[src/rtl/serial_rx_if.sv]
// serial_rx_if -- bundle of the UART receive line and the byte-level outputs.
//   rx           : asynchronous UART line (idle high, 8N1, LSB first)
//   rxReady      : one-cycle pulse, new byte on rxData
//   rxData       : last correctly received byte
//   rxFrameError : one-cycle pulse, stop bit sampled low
//   rxBusy       : high while a frame is in progress
// master = the receiver (drives the outputs), slave = line driver / consumer.
interface serial_rx_if;
  logic       rx;
  logic       rxReady;
  logic [7:0] rxData;
  logic       rxFrameError;
  logic       rxBusy;

  modport master (
    input  rx,
    output rxReady, rxData, rxFrameError, rxBusy
  );

  modport slave (
    output rx,
    input  rxReady, rxData, rxFrameError, rxBusy
  );
endinterface

[src/rtl/serial_rx.sv]
// serial_rx -- UART 8N1 receiver with start-bit glitch rejection and
// break handling.
// Ports:
//   clk   : system clock, rising edge
//   reset : synchronous, active-high
//   bus   : serial_rx_if.master (rx in; rxReady/rxData/rxFrameError/rxBusy out)
// Parameter:
//   CLKS_PER_BIT : clk cycles per UART bit (8..65535)
module serial_rx #(
  parameter int unsigned CLKS_PER_BIT = 434
) (
  input  logic        clk,
  input  logic        reset,
  serial_rx_if.master bus
);

  typedef enum logic [2:0] {
    IDLE,
    START,
    DATA,
    STOP,
    BREAKWAIT
  } state_t;

  localparam logic [15:0] HALF_LAST = 16'(CLKS_PER_BIT / 2 - 1);
  localparam logic [15:0] BIT_LAST  = 16'(CLKS_PER_BIT - 1);

  logic        r_meta;
  logic        r_rs;
  state_t      r_state;
  logic [15:0] r_cnt;
  logic [2:0]  r_bitcnt;
  logic [7:0]  r_shift;
  logic [7:0]  r_data;
  logic        r_ready;
  logic        r_ferr;
  logic        r_busy;

  logic        w_half_done;
  logic        w_bit_done;

  assign w_half_done = (r_cnt == HALF_LAST);
  assign w_bit_done  = (r_cnt == BIT_LAST);

  // Synchronizer stage: both flops come out of reset high (line idle).
  always_ff @(posedge clk) begin
    if (reset) begin
      r_meta <= 1'b1;
      r_rs   <= 1'b1;
    end else begin
      r_meta <= bus.rx;
      r_rs   <= r_meta;
    end
  end

  // Frame state machine; the baud counter restarts from 0 at every sample
  // point so timing error never accumulates across bits.
  always_ff @(posedge clk) begin
    if (reset) begin
      r_state  <= IDLE;
      r_cnt    <= '0;
      r_bitcnt <= '0;
      r_shift  <= '0;
      r_data   <= '0;
      r_ready  <= 1'b0;
      r_ferr   <= 1'b0;
      r_busy   <= 1'b0;
    end else begin
      r_ready <= 1'b0;
      r_ferr  <= 1'b0;
      case (r_state)
        IDLE: begin
          if (!r_rs) begin
            r_cnt    <= '0;
            r_bitcnt <= '0;
            r_state  <= START;
            r_busy   <= 1'b1;
          end
        end
        START: begin
          if (w_half_done) begin
            r_cnt <= '0;
            if (!r_rs) begin
              r_bitcnt <= '0;
              r_state  <= DATA;
            end else begin
              // Start bit vanished before its mid-point: treat as a glitch.
              r_state <= IDLE;
              r_busy  <= 1'b0;
            end
          end else begin
            r_cnt <= r_cnt + 16'd1;
          end
        end
        DATA: begin
          if (w_bit_done) begin
            r_cnt    <= '0;
            r_shift  <= {r_rs, r_shift[7:1]};
            r_bitcnt <= r_bitcnt + 3'd1;
            if (r_bitcnt == 3'd7) begin
              r_state <= STOP;
            end
          end else begin
            r_cnt <= r_cnt + 16'd1;
          end
        end
        STOP: begin
          if (w_bit_done) begin
            r_cnt <= '0;
            if (r_rs) begin
              r_data  <= r_shift;
              r_ready <= 1'b1;
              r_state <= IDLE;
              r_busy  <= 1'b0;
            end else begin
              r_ferr  <= 1'b1;
              r_state <= BREAKWAIT;
            end
          end else begin
            r_cnt <= r_cnt + 16'd1;
          end
        end
        BREAKWAIT: begin
          // Hold here through a break so it yields a single frame error.
          if (r_rs) begin
            r_state <= IDLE;
            r_busy  <= 1'b0;
          end
        end
        default: begin
          r_state <= IDLE;
          r_busy  <= 1'b0;
        end
      endcase
    end
  end

  assign bus.rxReady      = r_ready;
  assign bus.rxData       = r_data;
  assign bus.rxFrameError = r_ferr;
  assign bus.rxBusy       = r_busy;

endmodule

[src/flat_wrapper.sv]
// flat-port wrapper written by rule: the top's interface ports become plain ports
module serial_rx_flat 
#(
  parameter int unsigned CLKS_PER_BIT = 434
)
  (clk, reset, bus_rx, bus_rxReady, bus_rxData, bus_rxFrameError, bus_rxBusy);
  serial_rx_if bus_i ();
  input  logic clk;
  input  logic reset;
  input wire logic [$bits(bus_i.rx)-1:0] bus_rx;
  output wire logic [$bits(bus_i.rxReady)-1:0] bus_rxReady;
  output wire logic [$bits(bus_i.rxData)-1:0] bus_rxData;
  output wire logic [$bits(bus_i.rxFrameError)-1:0] bus_rxFrameError;
  output wire logic [$bits(bus_i.rxBusy)-1:0] bus_rxBusy;
  assign bus_i.rx = bus_rx;
  assign bus_rxReady = bus_i.rxReady;
  assign bus_rxData = bus_i.rxData;
  assign bus_rxFrameError = bus_i.rxFrameError;
  assign bus_rxBusy = bus_i.rxBusy;
  serial_rx #(.CLKS_PER_BIT(CLKS_PER_BIT)) u_core (.clk(clk), .reset(reset), .bus(bus_i));
endmodule
[config.mk]
export PLATFORM = sky130hd
export DESIGN_NAME = serial_rx_flat
export DESIGN_NICKNAME = d
export VERILOG_FILES = /design/src/rtl/serial_rx_if.sv /design/src/rtl/serial_rx.sv /design/src/flat_wrapper.sv
export SDC_FILE = /design/constraint.sdc
export NUM_CORES = 1
export LEC_CHECK = 0
export ABC_AREA = 1
export CORE_MARGIN = 2
export CORE_UTILIZATION = 59
export DETAILED_ROUTE_END_ITERATION = 16
export PLACE_DENSITY = 0.89
export SYNTH_ARGS = -nofsm -noshare
export SYNTH_HDL_FRONTEND = slang
export SYNTH_SLANG_ARGS = --single-unit
[constraint.sdc]
create_clock -name clk -period 1.6 [get_ports clk]
set_input_delay 0.16 -clock clk [delete_from_list [all_inputs] [get_ports clk]]
set_output_delay 0.16 -clock clk [all_outputs]
set_load 0.01 [all_outputs]
# ---- Word level (Yosys, flattened, before mapping)
# Index checks and enable logic that the tools add are counted.
dict set report totals {
  regBits 43
  latchBits 0
  mem_bits_rw 0
  romBits 0
  out_inout_bits 11
  elab_cells 63
  n_memories 0
}
dict set report classes {
  add_sub_neg 2
  multipliers 0
  div 0
  n_lt_le_gt_ge 0
  eq_ne 13
  n_shift 0
  n_mux 24
  n_bitwise 3
  n_reduce_logical 11
}
# op count
set op_table {}
lappend op_table {{$mux 16} 3}
lappend op_table {{$pmux 16 s3} 1}
lappend op_table {{$mux 3} 10}
lappend op_table {{$add 16x1->16 const B} 1}
lappend op_table {{$eq 16x8->1 const B} 1}
lappend op_table {{$eq 16x9->1 const B} 1}
lappend op_table {{$pmux 3 s5} 1}
lappend op_table {{$ne 2x1->1 const B} 5}
lappend op_table {{$pmux 3 s3} 1}
lappend op_table {{$eq 3x2->1 const B} 2}
lappend op_table {{$eq 3x3->1 const B} 2}
lappend op_table {{$mux 1} 6}
lappend op_table {{$reduce_and 3->1} 2}
lappend op_table {{$reduce_and 6->1} 1}
lappend op_table {{$reduce_bool 3->1} 2}
lappend op_table {{$pmux 1 s5} 1}
lappend op_table {{$reduce_and 2->1} 2}
lappend op_table {{$reduce_and 4->1} 1}
lappend op_table {{$add 3x1->3 const B} 1}
lappend op_table {{$eq 3x1->1 const B} 1}
lappend op_table {{$logic_not 3->1} 1}
lappend op_table {{$not 1->1} 3}
lappend op_table {{$reduce_or 3->1} 1}
lappend op_table {{$mux 2} 1}
lappend op_table {{other kinds (2)} 2}

# ---- Depth between registers and ports, before layout
# Gate-level depths: netlist of the first run.
dict set report depth {
  ltp_word 4
  ltp_mapped 13
}

# ---- Worst setup path before layout of the first run
# OpenSTA, ideal clock, no wires.
dict set report synth_path {
  path_type {flip-flop to flip-flop}
  start {register u_core.r_cnt[0]}
  end {register u_core.r_cnt[5]}
  setup_ps 116
  arrival_ps 1322
  required_time_ps 1484
  setup_slack_ps 162
  stages_incl_launch_ff 11
  synth_period_minus_slack_ps 1438
  path_cell_list {dfxtp_1 ha_1 nand2_1 nor2_2 nand2_4 nand2_2 nand2_4 inv_6 nand3_4 nand2_2 nor2_1}
}
dict set report synth_between {
  elab_chain_cells 3
  elab_cells_between_ends 6
}
# item line
set synth_lines {}
lappend synth_lines {{from (decl)} serial_rx.sv:31} ;# logic [15:0] r_cnt;
lappend synth_lines {{from (signal assigned)} serial_rx.sv:92} ;# r_cnt <= r_cnt + 16'd1;
lappend synth_lines {{from (signal assigned)} serial_rx.sv:104} ;# r_cnt <= r_cnt + 16'd1;
lappend synth_lines {{from (signal assigned)} serial_rx.sv:120} ;# r_cnt <= r_cnt + 16'd1;
lappend synth_lines {{$add 16x1->16, or another cell as far along} {serial_rx.sv:92, serial_rx.sv:104, serial_rx.sv:120}}
lappend synth_lines {{$mux 16 (on tied branches)} {serial_rx.sv:96, serial_rx.sv:108, serial_rx.sv:81}}
lappend synth_lines {{$pmux 16 s3 *} serial_rx.sv:71} ;# case (r_state)
# Every way passes the cells marked *; elsewhere a longest branch is shown, timed or not.
# A chain may end at the register's enable or synchronous reset.

# ---- Final worst setup path of the first run
dict set report layout_path {
  start {register u_core.r_cnt[1]}
  end {register u_core.r_data[7] (netlist: u_core.bus.rxData[7])}
}
dict set report layout_between {
  elab_chain_cells 2
}
# item line
set layout_lines {}
lappend layout_lines {{$eq 16x9->1} serial_rx.sv:43} ;# assign w_bit_done = (r_cnt == BIT_LAST);
lappend layout_lines {{$reduce_and 3->1 (no source line)} --}
lappend layout_lines {{to (signal assigned)} serial_rx.sv:111} ;# r_data <= r_shift;
lappend layout_lines {{to (decl)} serial_rx.sv:34} ;# logic [7:0] r_data;
# No other way between the ends.

==> results of run 1 <==
==> worst max-delay path by stage <==
stage                                   endpoint  slack [ns]  depth (start not counted)
3_3_place_gp        u_core.r_cnt[9]$_SDFFE_PP0P_        0.07                         11
5_1_grt        u_core.bus.rxData[7]$_SDFFE_PP0P_       -0.20                          9
2_1_floorplan       u_core.r_cnt[5]$_SDFFE_PP0P_        0.16                         10
6_report       u_core.bus.rxData[7]$_SDFFE_PP0P_       -0.20                          9
4_1_cts           u_core.r_state[0]$_SDFFE_PP0P_     -0.0009                         11
3_5_place_dp        u_core.r_cnt[0]$_SDFFE_PP0P_      -0.005                         11
==> synth_stat cells (2+ instances only) <==
library cell / instances / area (µm²)
inv_2: 9 / 33.8
inv_1: 42 / 158
clkbuf_1: 2 / 7.51
nor3_1: 9 / 45.0
or2_2: 2 / 12.5
a21oi_1: 26 / 130
o21ai_0: 19 / 95.1
nor2_1: 41 / 154
nand2_1: 62 / 233
buf_2: 2 / 10.0
nand2_4: 5 / 56.3
nor4_1: 2 / 12.5
o21bai_1: 2 / 15.0
ha_1: 5 / 62.6
nand4_1: 6 / 37.5
nor3_2: 2 / 20.0
nand3_2: 3 / 30.0
nor2_4: 3 / 33.8
nand2_2: 7 / 43.8
nand3_1: 25 / 125
nor2_2: 4 / 25.0
dfxtp_1: 43 / 861
o211ai_1: 5 / 37.5
o21ai_1: 5 / 25.0
==> repair_timing <==
item                                   4_1_cts  5_1_grt
pin swaps                                    1       10
setup buffers                                0        9
resized for setup                            6       28
setup endpoints to repair                    8       31
endpoints found under the hold margin        0        0
==> cells by family (layout without fill, tap and decap cells) <==
family / Yosys count / in the layout
adders and majority gates: 5 / 5
DFF: 43 / 43
AOI/OAI and AO/OA: 58 / 58
buffers and inverters: 58 / 100
and+or+nand+nor: 174 / 174
xor gates and xnor gates: 1 / 1
==> registers in the layout (all words and copies together), names as in the netlist <==
| register | count |
|---|---|
| u_core.r_bitcnt | 3 |
| u_core.bus.rxBusy | 1 |
| u_core.r_meta | 1 |
| u_core.r_rs | 1 |
| u_core.r_cnt | 16 |
| u_core.bus.rxData | 8 |
| u_core.bus.rxFrameError | 1 |
| u_core.r_state | 3 |
| u_core.bus.rxReady | 1 |
| u_core.r_shift | 8 |
==> cell usage in the layout (no fill, tap or decap) <==
master,n
inv_1,39
o21ai_0,13
inv_6,1
nand2_1,58
nand2_4,8
nor2_2,4
nand3_1,25
dfxtp_4,1
clkdlybuf4s50_1,13
nor2_4,5
nand3_2,2
o21bai_1,2
nand4_1,6
and3_1,1
bufinv_16,1
nor3_2,2
nor2_1,39
o211ai_1,5
clkbuf_8,5
or2_2,2
o21ai_1,10
inv_2,12
nor3_1,9
xor2_1,1
a21oi_1,26
nand3_4,2
ha_4,1
dfxtp_2,8
a21oi_4,1
clkinv_4,1
clkinv_2,1
dfxtp_1,34
nand2_2,8
nor4_1,2
ha_1,4
nor3_4,1
o21ai_2,1
buf_4,27
==> cell type report <==
class,count,area [µm²],share of cell area
flip-flops and latches,43,875,0.301
well taps,48,60.1,0.0207
inverters,52,200,0.0690
clock buffers,5,68.8,0.0237
multi-input cells,238,1320,0.456
clock inverters,3,43.8,0.0151
repair buffers,40,333,0.115
==> per-layer routing <==
metal	up-vias	global-route usage	wire (µm)
li1	1175	-	-
met1	1183	0.341	2840
met2	171	0.491	3710
met3	52	0.0600	542
met4	0	0.105	423
met5	-	0	0
==> critical path, delay by kind of cell, from the launching register on <==
| kind | cells | cell delay, ns |
|---|---|---|
| AO/OA/AOI/OAI | 2 | 0.43 |
| AND/OR/NAND/NOR | 4 | 0.48 |
| flip-flops | 1 | 0.34 |
| buffers and inverters | 2 | 0.27 |
| adder cells (fa/ha/maj) | 1 | 0.17 |
==> per-stage QoR <==
stage	instances	hold WS, ns	utilization	power (µW)	worst slack [ns]
CTS	420	0.415	0.741	3720	-0.000927
global placement	412	0.391	0.707	2750	0.0726
finish	429	0.414	0.775	4160	-0.199
floorplan	339	0.264	-	2450	0.162
global route	429	0.439	0.775	4320	-0.200
detailed placement	412	0.396	0.707	2800	-0.00495
==> report_power, final <==
| group | internal, µW | switching (µW) |
|---|---|---|
| combinational | 649 | 1330 |
| clock | 465 | 396 |
| sequential | 1180 | 140 |
| total | 2290 | 1870 |
==> impl_metrics.tcl, run 1 <==
set metrics [dict create \
    clk_latency_ns 0.30 \
    htree_levels 2 \
    start_util 0.630 \
    final_max_slew_viol_count 0 \
    r2r-start "u_core.r_cnt[1]$_SDFFE_PP0P_" \
    routedWlPerCell_um 17.5 \
    reg2reg_slack_ns -0.20 \
    die_area_mm2 0.00452 \
    power_density_mw_per_mm2 1430 \
    core_area_mm2 0.00374 \
    cp-end-kind "flop" \
    netlist_area_mm2 0.00236 \
    critPathRequiredTime_ns 1.80 \
    startpoint "u_core.r_cnt[1]$_SDFFE_PP0P_" \
    fin_nets 388 \
    grt_overflow 0 \
    reg2reg_depth 9 \
    area_delta_synth_final_pct 23.1 \
    vias 2581 \
    synth_top_family_by_area "simple AND/OR/NAND/NOR gates" \
    ioPinCount 14 \
    synth.avg_cell_area_um2 6.96 \
    syn_nets 347 \
    path_max_fanout 8 \
    arrival_ns 2.00 \
    grt_max_degree 17 \
    min_path_type "flop to flop" \
    synth_compound_area_frac 0.135 \
    numCtsBuffers 5 \
    ctsHoldBuffers 0 \
    drive_gt1_frac 0.247 \
    drtIter0Drc 326 \
    relSlewSlack 0.735 \
    setup_ws_ns -0.199 \
    start_kind "flop" \
    critPathMostFrequentCell "nand2_4" \
    ant_nets 0 \
    synthFlopType "dfxtp_1" \
    leakage_uw 0.00126 \
    worstHoldEndpoint "u_core.r_rs$_SDFF_PP1_" \
    synthCells 339 \
    place_congestion 0.953 \
    grt_pass1_wl_mm 9.63 \
    drv_cap 0 \
    grt_pass1_vias 2164 \
    finalHoldViolations 0 \
    ir_drop_v 0.00132 \
    cts.sinks 43 \
    via_per_inst 6.02 \
    clockBufferDepth 2 \
    rr_endpoint "u_core.bus.rxData[7]$_SDFFE_PP0P_" \
    synth_seq_area_share 0.365 \
    fin_tns_setup_ns -0.403 \
    min_path_cells 1 \
    post-route-period-util 1.12 \
    drc 0 \
    worstHoldStart "u_core.r_meta$_SDFF_PP1_" \
    placed_area_mm2 0.00265 \
    setup_violations 9 \
    synth-edff-count 0 \
    status "finished with violations" \
    synth_warnings 0 \
    routed_wl_mm 7.52 \
    failed_checks "setup timing" \
    io_buffers 13 \
    drt-pass1-iter-count 5 \
    yosys_register_bits 43 \
    grt_usage 0.282 \
    stdcell_area_mm2 0.00290 \
    min_period_ns 1.80 \
    cp_slowest_stage_delay_ns 0.34 \
    grt_antenna_before_repair 0 \
    clk_pin_slew_ns 0.09 \
    synth_mux_area_frac 0 \
    fin_skew_ns 0.00560 \
    synth_xor_area_frac 0.00371 \
    cts_tree "done" \
    die_h_um 67.2 \
    die_x_um 67.2 \
    path_class "flop to flop" \
    synth_simple_gate_area_frac 0.368 \
    fillers 260 \
    max_freq_mhz 556 \
    rows 22 \
    worst_slew_pin_slew_ns 0.395 \
    synthAdderAreaFrac 0.0265 \
    cp_cell_sequence "inv_2, ha_4, nand2_4, nor2_4, nand2_4, nor3_4, buf_4, o21ai_0, a21oi_1" \
    async_flop_share 0 \
    clock-root-buffer "clkbuf_8" \
    dp_hpwl_mm 4.10 \
    slowest_stage "dfxtp_2" \
    synthDistinctLibCells 32 \
    antenna_cells 0 \
]
(Power assumes the default switching activity.)
==> run 2, diff against run 1 <==
CAP_MARGIN = 10   (was unset)
==> results of run 2 <==
Final layout, timing and power as in run 1 (identical DEF).
